--- config.mk ---
export PLATFORM = sky130hd
export DESIGN_NAME = fetch_sequencer
export DESIGN_NICKNAME = d
export VERILOG_FILES = /design/src/rtl/cpu_pkg.sv /design/src/rtl/fetch_sequencer_branch_resolve.sv /design/src/rtl/fetch_sequencer.sv
export SDC_FILE = /design/constraint.sdc
export NUM_CORES = 1
export LEC_CHECK = 0
export ABC_AREA = 1
export BUFFER_PORTS_ARGS = -buffer_cell sky130_fd_sc_hd__buf_2
export CAP_MARGIN = 20
export CORE_MARGIN = 1.5
export CORE_UTILIZATION = 58
export DETAILED_ROUTE_END_ITERATION = 10
export MAX_ROUTING_LAYER = met4
export PLACE_DENSITY = 0.82
export SETUP_SLACK_MARGIN = 0.1
export SYNTH_ARGS = -nofsm -noshare
export SYNTH_HDL_FRONTEND = slang
export SYNTH_HIERARCHICAL = 1
export SYNTH_SLANG_ARGS = --single-unit
--- constraint.sdc ---
create_clock -name clk -period 2.95 [get_ports clk]
set_clock_uncertainty 0.2 [all_clocks]
set_input_delay 0.1475 -clock clk [delete_from_list [all_inputs] [get_ports clk]]
set_output_delay 0.1475 -clock clk [all_outputs]
set_load 0.05 [all_outputs]
--- src/rtl/cpu_pkg.sv ---
// Shared CPU definitions: opcode encoding, instruction field positions and
// the fetch sequencer state encoding. Used by fetch and the control unit.
package cpu_pkg;

    localparam int INSTR_W       = 32;
    localparam int OPC_MSB       = 31;
    localparam int OPC_LSB       = 28;
    localparam int IMM_W_DEFAULT = 24;

    typedef enum logic [3:0] {
        OP_NOP = 4'b0000,
        OP_B   = 4'b0001,
        OP_BEQ = 4'b0010,
        OP_BLT = 4'b0011,
        OP_ADD = 4'b0100,
        OP_SUB = 4'b0101,
        OP_AND = 4'b0110,
        OP_OR  = 4'b0111,
        OP_XOR = 4'b1000,
        OP_LD  = 4'b1001,
        OP_ST  = 4'b1010,
        OP_SHR = 4'b1011,
        OP_SHL = 4'b1100
    } opcode_e;

    typedef enum logic [1:0] {
        S_REQ    = 2'd0,
        S_HOLD   = 2'd1,
        S_BRWAIT = 2'd2
    } fetch_state_e;

    // Encodings above OP_SHL have no defined instruction.
    function automatic logic is_illegal_op(input logic [3:0] op);
        return op > 4'(OP_SHL);
    endfunction

endpackage

--- src/rtl/fetch_sequencer_branch_resolve.sv ---
// branch_resolve: combinational branch decision and target generation.
// Offset is a signed word offset, so it is sign-extended and scaled by 4.
module branch_resolve
    import cpu_pkg::*;
#(
    parameter int IMM_W = IMM_W_DEFAULT
) (
    input  logic [3:0]       opcode,
    input  logic             flag_z,
    input  logic             flag_n,
    input  logic [31:0]      pc,
    input  logic [IMM_W-1:0] offset,
    output logic             taken,
    output logic [31:0]      target
);

    logic [31:0] off_ext;

    assign off_ext = {{(32-IMM_W){offset[IMM_W-1]}}, offset};

    // Decide taken from opcode and flags; target wraps mod 2^32.
    always_comb begin
        taken  = (opcode == OP_B)
               | ((opcode == OP_BEQ) & flag_z)
               | ((opcode == OP_BLT) & flag_n);
        target = pc + (off_ext << 2);
    end

endmodule

--- src/rtl/fetch_sequencer.sv ---
// fetch_sequencer: single-outstanding instruction fetch front end.
// Fetches a word, holds it for decode, and stalls on branches until execute
// returns the compare flags.
// Optional build macro FETCH_ILLEGAL_TRAP_EN: opcodes above OP_SHL are replaced
// by a NOP and a sticky illegal flag is raised; without it they pass through.
module fetch_sequencer
    import cpu_pkg::*;
#(
    parameter logic [31:0] RESET_PC = 32'h0000_0000,
    parameter int          IMM_W    = IMM_W_DEFAULT
) (
    input  logic        clk,
    input  logic        rst,
    output logic        imem_req,
    output logic [31:0] imem_addr,
    input  logic        imem_ready,
    input  logic [31:0] imem_rdata,
    output logic [31:0] instr,
    output logic [3:0]  opcode,
    output logic [31:0] instr_pc,
    output logic        instr_valid,
    input  logic        decode_ready,
    input  logic        branch_select,
    input  logic        resolve_valid,
    input  logic        flag_z,
    input  logic        flag_n,
    output logic        illegal
);

    fetch_state_e state_q, state_d;
    logic [31:0]  pc_q, pc_d;
    logic [31:0]  instr_q, instr_d;
    logic [31:0]  instr_pc_q, instr_pc_d;
    logic         instr_valid_q, instr_valid_d;
    logic         req_q, req_d;
    logic         br_taken;
    logic [31:0]  br_target;
`ifdef FETCH_ILLEGAL_TRAP_EN
    logic         illegal_q, illegal_d;
`endif

    // Branch decision always looks at the held branch and its own address.
    branch_resolve #(
        .IMM_W (IMM_W)
    ) u_branch_resolve (
        .opcode (instr_q[OPC_MSB:OPC_LSB]),
        .flag_z (flag_z),
        .flag_n (flag_n),
        .pc     (instr_pc_q),
        .offset (instr_q[IMM_W-1:0]),
        .taken  (br_taken),
        .target (br_target)
    );

    // Next-state logic; req is registered so it is low in the cycle after reset.
    always_comb begin
        state_d       = state_q;
        pc_d          = pc_q;
        instr_d       = instr_q;
        instr_pc_d    = instr_pc_q;
        instr_valid_d = instr_valid_q;
        req_d         = 1'b0;
`ifdef FETCH_ILLEGAL_TRAP_EN
        illegal_d     = illegal_q;
`endif
        case (state_q)
            S_REQ: begin
                req_d = 1'b1;
                if (req_q && imem_ready) begin
                    instr_d       = imem_rdata;
                    instr_pc_d    = pc_q;
                    instr_valid_d = 1'b1;
                    req_d         = 1'b0;
                    state_d       = S_HOLD;
`ifdef FETCH_ILLEGAL_TRAP_EN
                    if (is_illegal_op(imem_rdata[OPC_MSB:OPC_LSB])) begin
                        instr_d   = '0;
                        illegal_d = 1'b1;
                    end
`endif
                end
            end
            S_HOLD: begin
                if (instr_valid_q && decode_ready) begin
                    instr_valid_d = 1'b0;
                    if (branch_select) begin
                        state_d = S_BRWAIT;
                    end else begin
                        pc_d    = pc_q + 32'd4;
                        req_d   = 1'b1;
                        state_d = S_REQ;
                    end
                end
            end
            S_BRWAIT: begin
                instr_valid_d = 1'b0;
                if (resolve_valid) begin
                    pc_d    = br_taken ? br_target : instr_pc_q + 32'd4;
                    req_d   = 1'b1;
                    state_d = S_REQ;
                end
            end
            default: begin
                state_d = S_REQ;
            end
        endcase
    end

    // State registers with synchronous reset.
    always_ff @(posedge clk) begin
        if (rst) begin
            state_q       <= S_REQ;
            pc_q          <= RESET_PC;
            instr_q       <= '0;
            instr_pc_q    <= '0;
            instr_valid_q <= 1'b0;
            req_q         <= 1'b0;
        end else begin
            state_q       <= state_d;
            pc_q          <= pc_d;
            instr_q       <= instr_d;
            instr_pc_q    <= instr_pc_d;
            instr_valid_q <= instr_valid_d;
            req_q         <= req_d;
        end
    end

`ifdef FETCH_ILLEGAL_TRAP_EN
    // Sticky illegal-opcode flag, cleared only by reset.
    always_ff @(posedge clk) begin
        if (rst) illegal_q <= 1'b0;
        else     illegal_q <= illegal_d;
    end
    assign illegal = illegal_q;
`else
    assign illegal = 1'b0;
`endif

    assign imem_req    = req_q;
    assign imem_addr   = pc_q;
    assign instr       = instr_q;
    assign opcode      = instr_q[OPC_MSB:OPC_LSB];
    assign instr_pc    = instr_pc_q;
    assign instr_valid = instr_valid_q;

endmodule

==> results of run 1 <==
cell usage after synthesis:
cell	count	area share
nor4_1	1	0.00077
or2_1	1	0.00077
buf_6	1	0.0014
o21ai_0	106	0.065
nand2_1	436	0.20
o221ai_1	1	0.0011
nor3_2	3	0.0037
a21oi_1	120	0.074
nor2_1	182	0.084
nand3_1	87	0.053
dfxtp_1	100	0.25
clkbuf_1	33	0.015
or2_2	1	0.00077
nand2_2	11	0.0084
and2_1	2	0.0015
inv_1	211	0.097
buf_2	8	0.0049
nor2_4	2	0.0028
buf_1	1	0.00046
nand3b_1	2	0.0018
a31oi_1	5	0.0038
a21oi_2	1	0.0011
a21o_1	1	0.00092
conb_1	1	0.00046
o21bai_2	2	0.0028
o21bai_1	7	0.0064
nor2_2	9	0.0069
nand3_2	6	0.0074
ha_1	36	0.055
nor3_1	2	0.0012
inv_2	4	0.0018
buf_4	7	0.0064
nor3_4	1	0.0020
xor2_1	23	0.025
xnor2_1	3	0.0032
a311oi_1	1	0.0011
o211ai_1	3	0.0028
o21ai_1	1	0.00061
nand4_1	9	0.0069
fa_1	1	0.0025
clkinv_1	1	0.00046
repair_timing:
action | in CTS | in global routing
endpoints found under the hold margin | 36 | 0
resized for setup | 0 | 0
hold buffers | 35 | 0
kinds of logic (layout without fill, tap and decap cells):
family                     Yosys count  after routing  synth area share
AOI/OAI and AO/OA                  248            248             0.159
xor gates and xnor gates            26             26            0.0279
and+or+nand+nor                    755            755             0.382
other                                1              1          0.000459
adders and majority gates           37             37            0.0576
buffers and inverters              266            434             0.128
DFF                                100            100             0.245
power groups by stage:
stage,Sequential [mW],Combinational (mW),Clock (mW)
after global routing,2.21,5.13,1.28
after floorplan,3.12,2.43,0
after detailed placement,2.18,4.58,0
final,2.18,4.74,1.21
after global placement,2.17,4.56,0
after CTS,2.15,4.66,1.22
area by class of cell:
cell class / instances / area [um2] / area share
flip-flops and latches: 100 / 2000 / 0.205
clock inverters: 7 / 73.8 / 0.00757
well taps: 180 / 225 / 0.0231
clock buffers: 9 / 225 / 0.0231
repair buffers: 202 / 1280 / 0.131
inverters: 216 / 811 / 0.0831
multi-input cells: 1067 / 5140 / 0.527
flip-flops by register name, indices dropped and copies added, names as in the netlist:
| signal | flops |
|---|---|
| imem_addr | 32 |
| imem_req | 1 |
| instr | 32 |
| instr_pc | 32 |
| instr_valid | 1 |
| state_q | 2 |
final timing paths:
check	slack, ns	startpoint	to	depth (start not counted)
max reg2reg	0.36	instr_pc[2]$_SDFFE_PP0P_	imem_addr[24]$_SDFFE_PP0P_	17
max	0.36	instr_pc[2]$_SDFFE_PP0P_	imem_addr[24]$_SDFFE_PP0P_	17
min	-0.01	imem_rdata[23]	instr[23]$_SDFFE_PP0P_	3
min reg2reg	0.26	instr[26]$_SDFFE_PP0P_	instr[26]$_SDFFE_PP0P_	2
per-stage QoR:
stage / hold WS, ns / power (mW) / setup slack [ns] / cells
final: -0.00980 / 8.12 / 0.363 / 1781
after global routing: 0.0409 / 8.62 / 0.107 / 1781
after CTS: 0.0154 / 8.03 / 0.401 / 1781
after detailed placement: 0.232 / 6.77 / 0.423 / 1730
after global placement: 0.224 / 6.72 / 0.507 / 1730
after floorplan: 0.108 / 5.55 / 0.258 / 1433
worst max-delay path: cells and delay by family, from the launching register on:
kind	cells	cell delay [ns]
fa+ha+maj	2	0.64
flops	1	0.40
simple gates	12	1.06
buf+inv	3	0.19
layer usage:
metal | GRT usage | wire [um] | vias to the layer above
li1 | - | - | 4824
met1 | 0.505 | 11700 | 4261
met2 | 0.591 | 12200 | 473
met3 | 0.0609 | 2600 | 60
met4 | 0.129 | 870 | 0
met5 | - | 0 | -
==> flow_summary.json, run 1 <==
{
  "layout_common_cells": "436 x nand2_1, 210 x inv_1, 182 x nor2_1",
  "p_sw_mw": 4.48,
  "coreArea_um2": 13800,
  "crit_slowest_cell": "dfxtp_1",
  "violations": "negative hold slack",
  "finish.net_count": 1673,
  "hold_path.class": "input port to register",
  "grt_pass1_wl_mm": 42.6,
  "wirelength_mm": 27.3,
  "post-route-util": 0.705,
  "critPathKind": "register to register",
  "synth_seq_area_share": 0.245,
  "clock_power_share": 0.148,
  "setup_viol": 0,
  "crit_path_frequent_cell": "nand2_1",
  "io_buffers": 141,
  "layout_commonest_cell": "nand2_1",
  "routed-via-count": 9618,
  "syn_nets": 1510,
  "crit_fanout": 5,
  "worst_ep_arrival_time_ns": 2.66,
  "clkLatencyLatePin_ns": 0.36,
  "root_buffer": "clkbuf_16",
  "clock-sinks": 100,
  "drtIter0Drc": 1275,
  "final_layout_size_suffix_gt1_frac": 0.141,
  "end_kind": "register",
  "crit_required_ns": 3.02,
  "finalMaxSlewViolations": 0,
  "die_x_um": 122,
  "cp_cell_sequence": "ha_1 > inv_1 > fa_1 > inv_1 > nand3_1 > nand3_1 > nand2_1 > nand2_1 > nand2_1 > nand4_1 > nand2_1 > nor2_1 > nor2_1 > nand2_1 > nand3_1 > nand2_1 > inv_1",
  "ys_types": 41,
  "p_seq_frac": 0.268,
  "p_leak_nw": 4.91,
  "rsz0062_at_grt": "no",
  "antennaDiodeCount": 0,
  "worst_pin_slew_ns": 0.527,
  "gp_congestion": 1.03,
  "wire_per_inst_um": 15.3,
  "synth_cells": 1433,
  "switching_share": 0.551,
  "drtPass1Iterations": 6,
  "vias_per_cell": 5.40,
  "fin_setup_tns_ns": 0,
  "max_freq_ghz": 0.386,
  "syn_area_per_cell_um2": 5.70,
  "die_area_um2": 14800,
  "rows": 43,
  "placed_cell_area_um2": 9100,
  "fillers": 1256,
  "power_frac_comb": 0.583,
  "drcViolationCount": 0,
  "ys_ff_latch": 100,
  "pin_count": 143,
  "peakVddDrop_mv": 0.846,
  "critical_path.startpoint_type": "register",
  "start_util": 0.591,
  "cts_setup_buffers": 0,
  "slew_headroom": 0.648,
  "min_period_ns": 2.59,
  "hold_viol": 1,
  "ys_warn_count": 6,
  "antenna_found_initial": 0,
  "p_int_mw": 3.65,
  "netlist_area_um2": 8170,
  "status": "finished with violations",
  "min_period_over_period": 0.877,
  "grt_overflow": 0,
  "syn_to_final_growth_pct": 19.4,
  "numCtsBuffers": 9,
  "power.density_nw_per_um2": 833,
  "clkTransAtPathRegs_ns": 0.08,
  "h-tree-depth": 3,
  "final_cell_area_um2": 9750,
  "die_y_um": 122,
  "grt_pass1_vias": 8372,
  "drv_cap": 0,
  "grt_max_degree": 73,
  "ant_nets": 0,
  "clk_path_buf_depth": 2,
  "hold_ws_ns": -0.00980,
  "cts_tree": "yes",
  "grtUsageTotal": 0.381,
  "cpPeakStageDelay_ns": 0.40,
  "post-dp-hpwl_mm": 20.4
}
Note: power is estimated with default switching activity, not from simulation.
==> inputs of run 2 (changes only) <==
--- a/config.mk
+++ b/config.mk
@@ -7,11 +7,11 @@
 export LEC_CHECK = 0
 export ABC_AREA = 1
-export BUFFER_PORTS_ARGS = -buffer_cell sky130_fd_sc_hd__buf_2
 export CAP_MARGIN = 20
 export CORE_MARGIN = 1.5
-export CORE_UTILIZATION = 58
+export CORE_UTILIZATION = 65
 export DETAILED_ROUTE_END_ITERATION = 10
+export DONT_BUFFER_PORTS = 1
 export MAX_ROUTING_LAYER = met4
-export PLACE_DENSITY = 0.82
+export PLACE_DENSITY = 0.81
 export SETUP_SLACK_MARGIN = 0.1
 export SYNTH_ARGS = -nofsm -noshare
==> constraint.sdc (replaced) <==
create_clock -name clk -period 2.95 [get_ports clk]
set_clock_uncertainty 0.2 [all_clocks]
set_input_delay 0.4425 -clock clk [delete_from_list [all_inputs] [get_ports clk]]
set_output_delay 0.4425 -clock clk [all_outputs]
set_load 0.05 [all_outputs]
==> run 2 against run 1 <==
The flow now finishes without violations. Register-to-register slack improved by 0.07 ns. Core utilization increased by 5.6 points. Flip-flop and latch count unchanged. Design area decreased by 5.5%. Critical endpoint unchanged. Critical path depth unchanged. Combinational power increased by 4%. Power increased by 0.80%. Count of clock-buffer cells in the layout increased by 1. Critical path type unchanged. Global-route usage increased by 5.6 points.
==> flow_summary.json, run 2 (synthesis results as in run 1) <==
{
  "setup_viol": 0,
  "finish.net_count": 1573,
  "crit_fanout": 4,
  "crit_family": "simple AND/OR/NAND/NOR gates",
  "clkTransAtPathRegs_ns": 0.07,
  "reg2reg_from": "instr[0]$_SDFFE_PP0P_",
  "cpPeakStageDelay_ns": 0.40,
  "grt_max_degree": 51,
  "hold_path.class": "input port to register",
  "rr_worst_depth": 17,
  "grt_pass1_vias": 8602,
  "drtIter0Drc": 1244,
  "gr-max-usage-layer": "met2",
  "wirelength_mm": 27.5,
  "cts_hold_buf": 1,
  "dp.cells": 1652,
  "h-tree-depth": 3,
  "fin_cells": 1670,
  "p_sw_mw": 4.50,
  "hold_ws_ns": 0.0199,
  "placed_cell_area_um2": 8920,
  "p_leak_nw": 4.46,
  "switching_share": 0.550,
  "wire_per_inst_um": 16.5,
  "clkLatencyLatePin_ns": 0.36,
  "drcViolationCount": 0,
  "grt_use_met1": 0.544,
  "worst_pin_slew_ns": 0.650,
  "fin_setup_tns_ns": 0,
  "rrSetupSlack_ns": 0.43,
  "finalMaxSlewViolations": 0,
  "clock-sinks": 100,
  "layout_common_cells": "436 x nand2_1, 210 x inv_1, 182 x nor2_1",
  "die_area_um2": 13200,
  "power.density_nw_per_um2": 888,
  "max_freq_ghz": 0.397,
  "vias_per_cell": 5.62,
  "crit_required_ns": 3.01,
  "cts_setup_buffers": 0,
  "min_from": "rst",
  "critical_path.startpoint_type": "register",
  "io_buffers": 0,
  "cp_cell_sequence": "ha_1 > inv_1 > fa_1 > inv_1 > nand3_1 > nand3_1 > nand2_1 > nand2_1 > nand2_1 > nand4_1 > nand2_1 > nor2_1 > nor2_1 > nand2_1 > nand3_1 > nand2_1 > inv_1",
  "final_cell_area_um2": 9220,
  "end_kind": "register",
  "routed-via-count": 9388,
  "fin_total_pwr_mw": 8.19,
  "start_util": 0.674,
  "cts_tree": "yes",
  "ant_nets": 0,
  "crit_path_frequent_cell": "nand2_1",
  "antenna_found_initial": 1,
  "grt_overflow": 0,
  "cts_resized": 0,
  "numCtsBuffers": 9,
  "crit_slowest_cell": "fa_1",
  "crit_buf_inv": 3,
  "status": "complete, no violations",
  "p_seq_frac": 0.254,
  "use_met3": 0.110,
  "p_int_mw": 3.69,
  "clock_power_share": 0.146,
  "worst_ep_arrival_time_ns": 2.58,
  "rsz0062_at_grt": "no",
  "power_frac_comb": 0.600,
  "whs_path_depth": 3,
  "min_period_over_period": 0.854,
  "die_y_um": 115,
  "peakVddDrop_mv": 0.974,
  "holdPathEnd": "imem_addr[27]$_SDFFE_PP0P_",
  "final_layout_size_suffix_gt1_frac": 0.107,
  "layout_commonest_cell": "nand2_1",
  "met2_usage": 0.687,
  "die_x_um": 115,
  "timing.rr.end": "imem_addr[24]$_SDFFE_PP0P_",
  "coreArea_um2": 12100,
  "drv_cap": 0,
  "drtPass1Iterations": 8,
  "grtUsageTotal": 0.437,
  "slew_headroom": 0.566,
  "rows": 40,
  "syn_to_final_growth_pct": 12.9,
  "grt_pass1_wl_mm": 43.4,
  "hold_viol": 0,
  "post-dp-hpwl_mm": 21.2,
  "root_buffer": "clkbuf_16",
  "critPathKind": "register to register",
  "gp_congestion": 0.974,
  "clk_path_buf_depth": 2,
  "pin_count": 143,
  "min_period_ns": 2.52
}
run 2: changes by cell type in the layout (fill, tap and decap cells not counted):
cell           previous run  this run
dlygate4sd3_1            35         1
clkinv_2                  0         1
buf_2                   141         0
buf_4                    24       101
clkinv_8                  2         0
buf_12                    2         0
clkbuf_8                  0         1
diode_2                   0         1
clkinv_4                  1         2
clkinvlp_4                2         1
run 2: power groups by stage:
| stage | Clock (mW) | Combinational (mW) | Sequential (mW) |
|---|---|---|---|
| final | 1.19 | 4.91 | 2.08 |
| after global routing | 1.26 | 5.31 | 2.11 |
| after CTS | 1.19 | 4.81 | 2.07 |
| after detailed placement | 0 | 4.76 | 2.10 |
| after global placement | 0 | 4.68 | 2.08 |
| after floorplan | 0 | 2.43 | 3.12 |
run 2: worst max path at each step:
stage | slack, ns | cells past startpoint | start | endpoint
floorplan | 0.26 | 17 | instr_pc[2]$_SDFFE_PP0P_ | imem_addr[16]$_SDFFE_PP0P_
global placement | 0.56 | 17 | instr[0]$_SDFFE_PP0P_ | imem_addr[30]$_SDFFE_PP0P_
detailed placement | 0.49 | 17 | instr[0]$_SDFFE_PP0P_ | imem_addr[30]$_SDFFE_PP0P_
CTS | 0.46 | 17 | instr[0]$_SDFFE_PP0P_ | imem_addr[30]$_SDFFE_PP0P_
global route | 0.19 | 17 | instr_pc[2]$_SDFFE_PP0P_ | imem_addr[30]$_SDFFE_PP0P_
finish | 0.43 | 17 | instr[0]$_SDFFE_PP0P_ | imem_addr[24]$_SDFFE_PP0P_
run 2: stage by stage:
step                 util  setup WS, ns
finish              0.761         0.432
global route        0.761         0.193
CTS                 0.761         0.462
detailed placement  0.737         0.487
global placement    0.737         0.556
floorplan               -         0.258
run 2: tightest hold or removal path: cells and delay by family:
family	cells	cell delay (ns)
simple gates	1	0.05
buf+inv	1	0.03
compound gates	1	0.02
run 2: area by class of cell:
class / count / area [um2]
Multi-Input combinational cell: 1067 / 5140
Fill cell: 1053 / 2890
Sequential cell: 100 / 2000
Inverter: 216 / 811
Timing Repair Buffer: 102 / 768
Clock buffer: 10 / 239
Tap cell: 168 / 210
Clock inverter: 6 / 47.5
Antenna cell: 1 / 2.50
run 2: layer usage:
layer / up-vias / share of wire
met5: - / 0
met4: 0 / 0.035
met3: 83 / 0.11
met2: 546 / 0.45
met1: 4124 / 0.41
li1: 4635 / -
==> inputs of run 3 (changes only) <==
--- a/config.mk
+++ b/config.mk
@@ -8,10 +8,12 @@
 export ABC_AREA = 1
 export CAP_MARGIN = 20
+export CELL_PAD_IN_SITES_DETAIL_PLACEMENT = 1
+export CELL_PAD_IN_SITES_GLOBAL_PLACEMENT = 1
 export CORE_MARGIN = 1.5
-export CORE_UTILIZATION = 65
+export CORE_UTILIZATION = 44
 export DETAILED_ROUTE_END_ITERATION = 10
 export DONT_BUFFER_PORTS = 1
 export MAX_ROUTING_LAYER = met4
-export PLACE_DENSITY = 0.81
+export PLACE_DENSITY_LB_ADDON = 0.1
 export SETUP_SLACK_MARGIN = 0.1
 export SYNTH_ARGS = -nofsm -noshare
--- a/constraint.sdc
+++ b/constraint.sdc
@@ -3,3 +3,3 @@
 set_input_delay 0.4425 -clock clk [delete_from_list [all_inputs] [get_ports clk]]
 set_output_delay 0.4425 -clock clk [all_outputs]
-set_load 0.05 [all_outputs]
+set_load 0.01 [all_outputs]
==> run 3 against run 2 <==
The run now ends with design-rule violations left. Combinational power is 27% lower. Register-to-register slack worse by 0.12 ns. Non-clock buffer count down 55. Final cell count increased by 0.30%. Critical path depth is the same. Flip-flop and latch count unchanged. Worst hold slack better by 0.0050 ns. Largest power group unchanged.
==> flow_summary.json, run 3 (synthesis results as in run 1) <==
{
  "status": "finished with violations",
  "violations": "design-rule violations",
  "clkTransAtPathRegs_ns": 0.07,
  "reg2reg_from": "instr[0]$_SDFFE_PP0P_",
  "end_kind": "register",
  "clock_power_share": 0.190,
  "hold_path.class": "input port to register",
  "cts_tree": "yes",
  "grtUsageTotal": 0.342,
  "peakVddDrop_mv": 0.848,
  "die_y_um": 139,
  "hold_viol": 0,
  "fillers": 2598,
  "grt_pass1_wl_mm": 50.4,
  "drtIter0Drc": 513,
  "layout_common_cells": "436 x nand2_1, 210 x inv_1, 182 x nor2_1",
  "finalMaxSlewViolations": 0,
  "die_x_um": 139,
  "final_cell_area_um2": 8930,
  "antenna_found_initial": 0,
  "io_buffers": 0,
  "post-dp-hpwl_mm": 25.1,
  "die_area_um2": 19400,
  "rr_worst_depth": 17,
  "fin_setup_tns_ns": 0,
  "setup_viol": 0,
  "finish.net_count": 1518,
  "drtPass1Iterations": 10,
  "rsz0062_at_grt": "no",
  "wirelength_mm": 31.9,
  "p_int_mw": 3.61,
  "whs_path_depth": 3,
  "ant_nets": 0,
  "drv_cap": 0,
  "rrSetupSlack_ns": 0.32,
  "final_layout_size_suffix_gt1_frac": 0.0747,
  "clkLatencyLatePin_ns": 0.37,
  "syn_to_final_growth_pct": 9.32,
  "clk_path_buf_depth": 2,
  "h-tree-depth": 3,
  "worst_pin_slew_ns": 0.595,
  "placed_cell_area_um2": 8590,
  "drcViolationCount": 7,
  "grt_pass1_vias": 9220,
  "endpoint": "imem_addr[26]$_SDFFE_PP0P_",
  "critPathLaunch": "instr[0]$_SDFFE_PP0P_",
  "wire_per_inst_um": 19.0,
  "vias_per_cell": 5.47,
  "coreArea_um2": 18100,
  "grt_overflow": 0,
  "numCtsBuffers": 9,
  "routed-via-count": 9168,
  "timing.rr.end": "imem_addr[26]$_SDFFE_PP0P_",
  "slew_headroom": 0.603,
  "rows": 49,
  "power.density_nw_per_um2": 809,
  "min_period_over_period": 0.893,
  "min_period_ns": 2.63,
  "crit_required_ns": 3.01,
  "start_util": 0.452,
  "power_frac_comb": 0.499,
  "gp_congestion": 0.944,
  "worst_ep_arrival_time_ns": 2.70,
  "crit_fanout": 4,
  "p_leak_nw": 4.20,
  "p_seq_frac": 0.311,
  "clock-sinks": 100,
  "critical_path.startpoint_type": "register",
  "pin_count": 143,
  "grt_max_degree": 66,
  "switching_share": 0.499,
  "antennaDiodeCount": 0,
  "cts_setup_buffers": 0,
  "root_buffer": "clkbuf_16",
  "layout_commonest_cell": "nand2_1",
  "max_freq_ghz": 0.380,
  "critPathKind": "register to register",
  "p_sw_mw": 3.61
}
[run 3: repair_timing]
item	CTS	global route
hold endpoints to repair	4	0
endpoints found under the setup margin	0	8
hold buffers	1	0
resized for setup	0	3
[run 3: through the flow]
stage / instances / util / power [mW] / setup WS [ns] / hold slack [ns]
6_report: 1675 / 0.494 / 7.22 / 0.317 / 0.0249
3_5_place_dp: 1658 / 0.475 / 5.78 / 0.236 / 0.284
5_1_grt: 1675 / 0.494 / 7.71 / 0.104 / 0.0266
3_3_place_gp: 1658 / 0.475 / 5.67 / 0.365 / 0.280
2_1_floorplan: 1433 / - / 4.59 / 0.587 / 0.268
4_1_cts: 1675 / 0.493 / 7.18 / 0.192 / 0.0139
[run 3: how the worst min path moves through the flow]
stage | from | to | slack, ns
after floorplan | instr[24]$_SDFFE_PP0P_ | instr[24]$_SDFFE_PP0P_ | 0.27
after global placement | instr[24]$_SDFFE_PP0P_ | instr[24]$_SDFFE_PP0P_ | 0.28
after detailed placement | instr[27]$_SDFFE_PP0P_ | instr[27]$_SDFFE_PP0P_ | 0.28
after CTS | rst | imem_addr[19]$_SDFFE_PP0P_ | 0.01
after global routing | rst | imem_addr[28]$_SDFFE_PP0P_ | 0.03
final | rst | imem_addr[19]$_SDFFE_PP0P_ | 0.02
[run 3: power groups by stage]
| stage | logic, mW | clock network (mW) | registers (mW) |
|---|---|---|---|
| after floorplan | 2.39 | 0 | 2.20 |
| after global placement | 3.42 | 0 | 2.26 |
| after detailed placement | 3.51 | 0 | 2.27 |
| after CTS | 3.55 | 1.38 | 2.24 |
| after global routing | 4.00 | 1.43 | 2.29 |
| final | 3.60 | 1.37 | 2.25 |
[run 3: critical path, cell delays in order (launching register included)]
cell and delay [ns]:
dfxtp_2 0.37, ha_2 0.25, inv_1 0.08, fa_1 0.41, inv_1 0.10, nand3_1 0.08, nand3_2 0.13, nand2_1 0.09
nand2_1 0.15, nand2_1 0.09, nand4_1 0.10, nand2_1 0.06, nor2_1 0.10, nor2_1 0.06, nand2_1 0.10, nand3_1 0.06
nand2_1 0.07, inv_1 0.04
[run 3: layout make-up]
class                      instances  area (um2)  area share
inverter                         216         811      0.0908
timing repair buffer              47         355      0.0398
multi-input combinational       1067        5150       0.577
sequential                       100        2000       0.224
clock buffer                       9         225      0.0252
tap                              229         287      0.0321
clock inverter                     7        97.6      0.0109
[run 3: layer usage]
layer / up-vias / global-route usage / part of all wire
li1: 4517 / - / -
met1: 4403 / 0.439 / 0.46
met2: 213 / 0.555 / 0.47
met3: 35 / 0.0595 / 0.053
met4: 0 / 0.0879 / 0.020
met5: - / - / 0
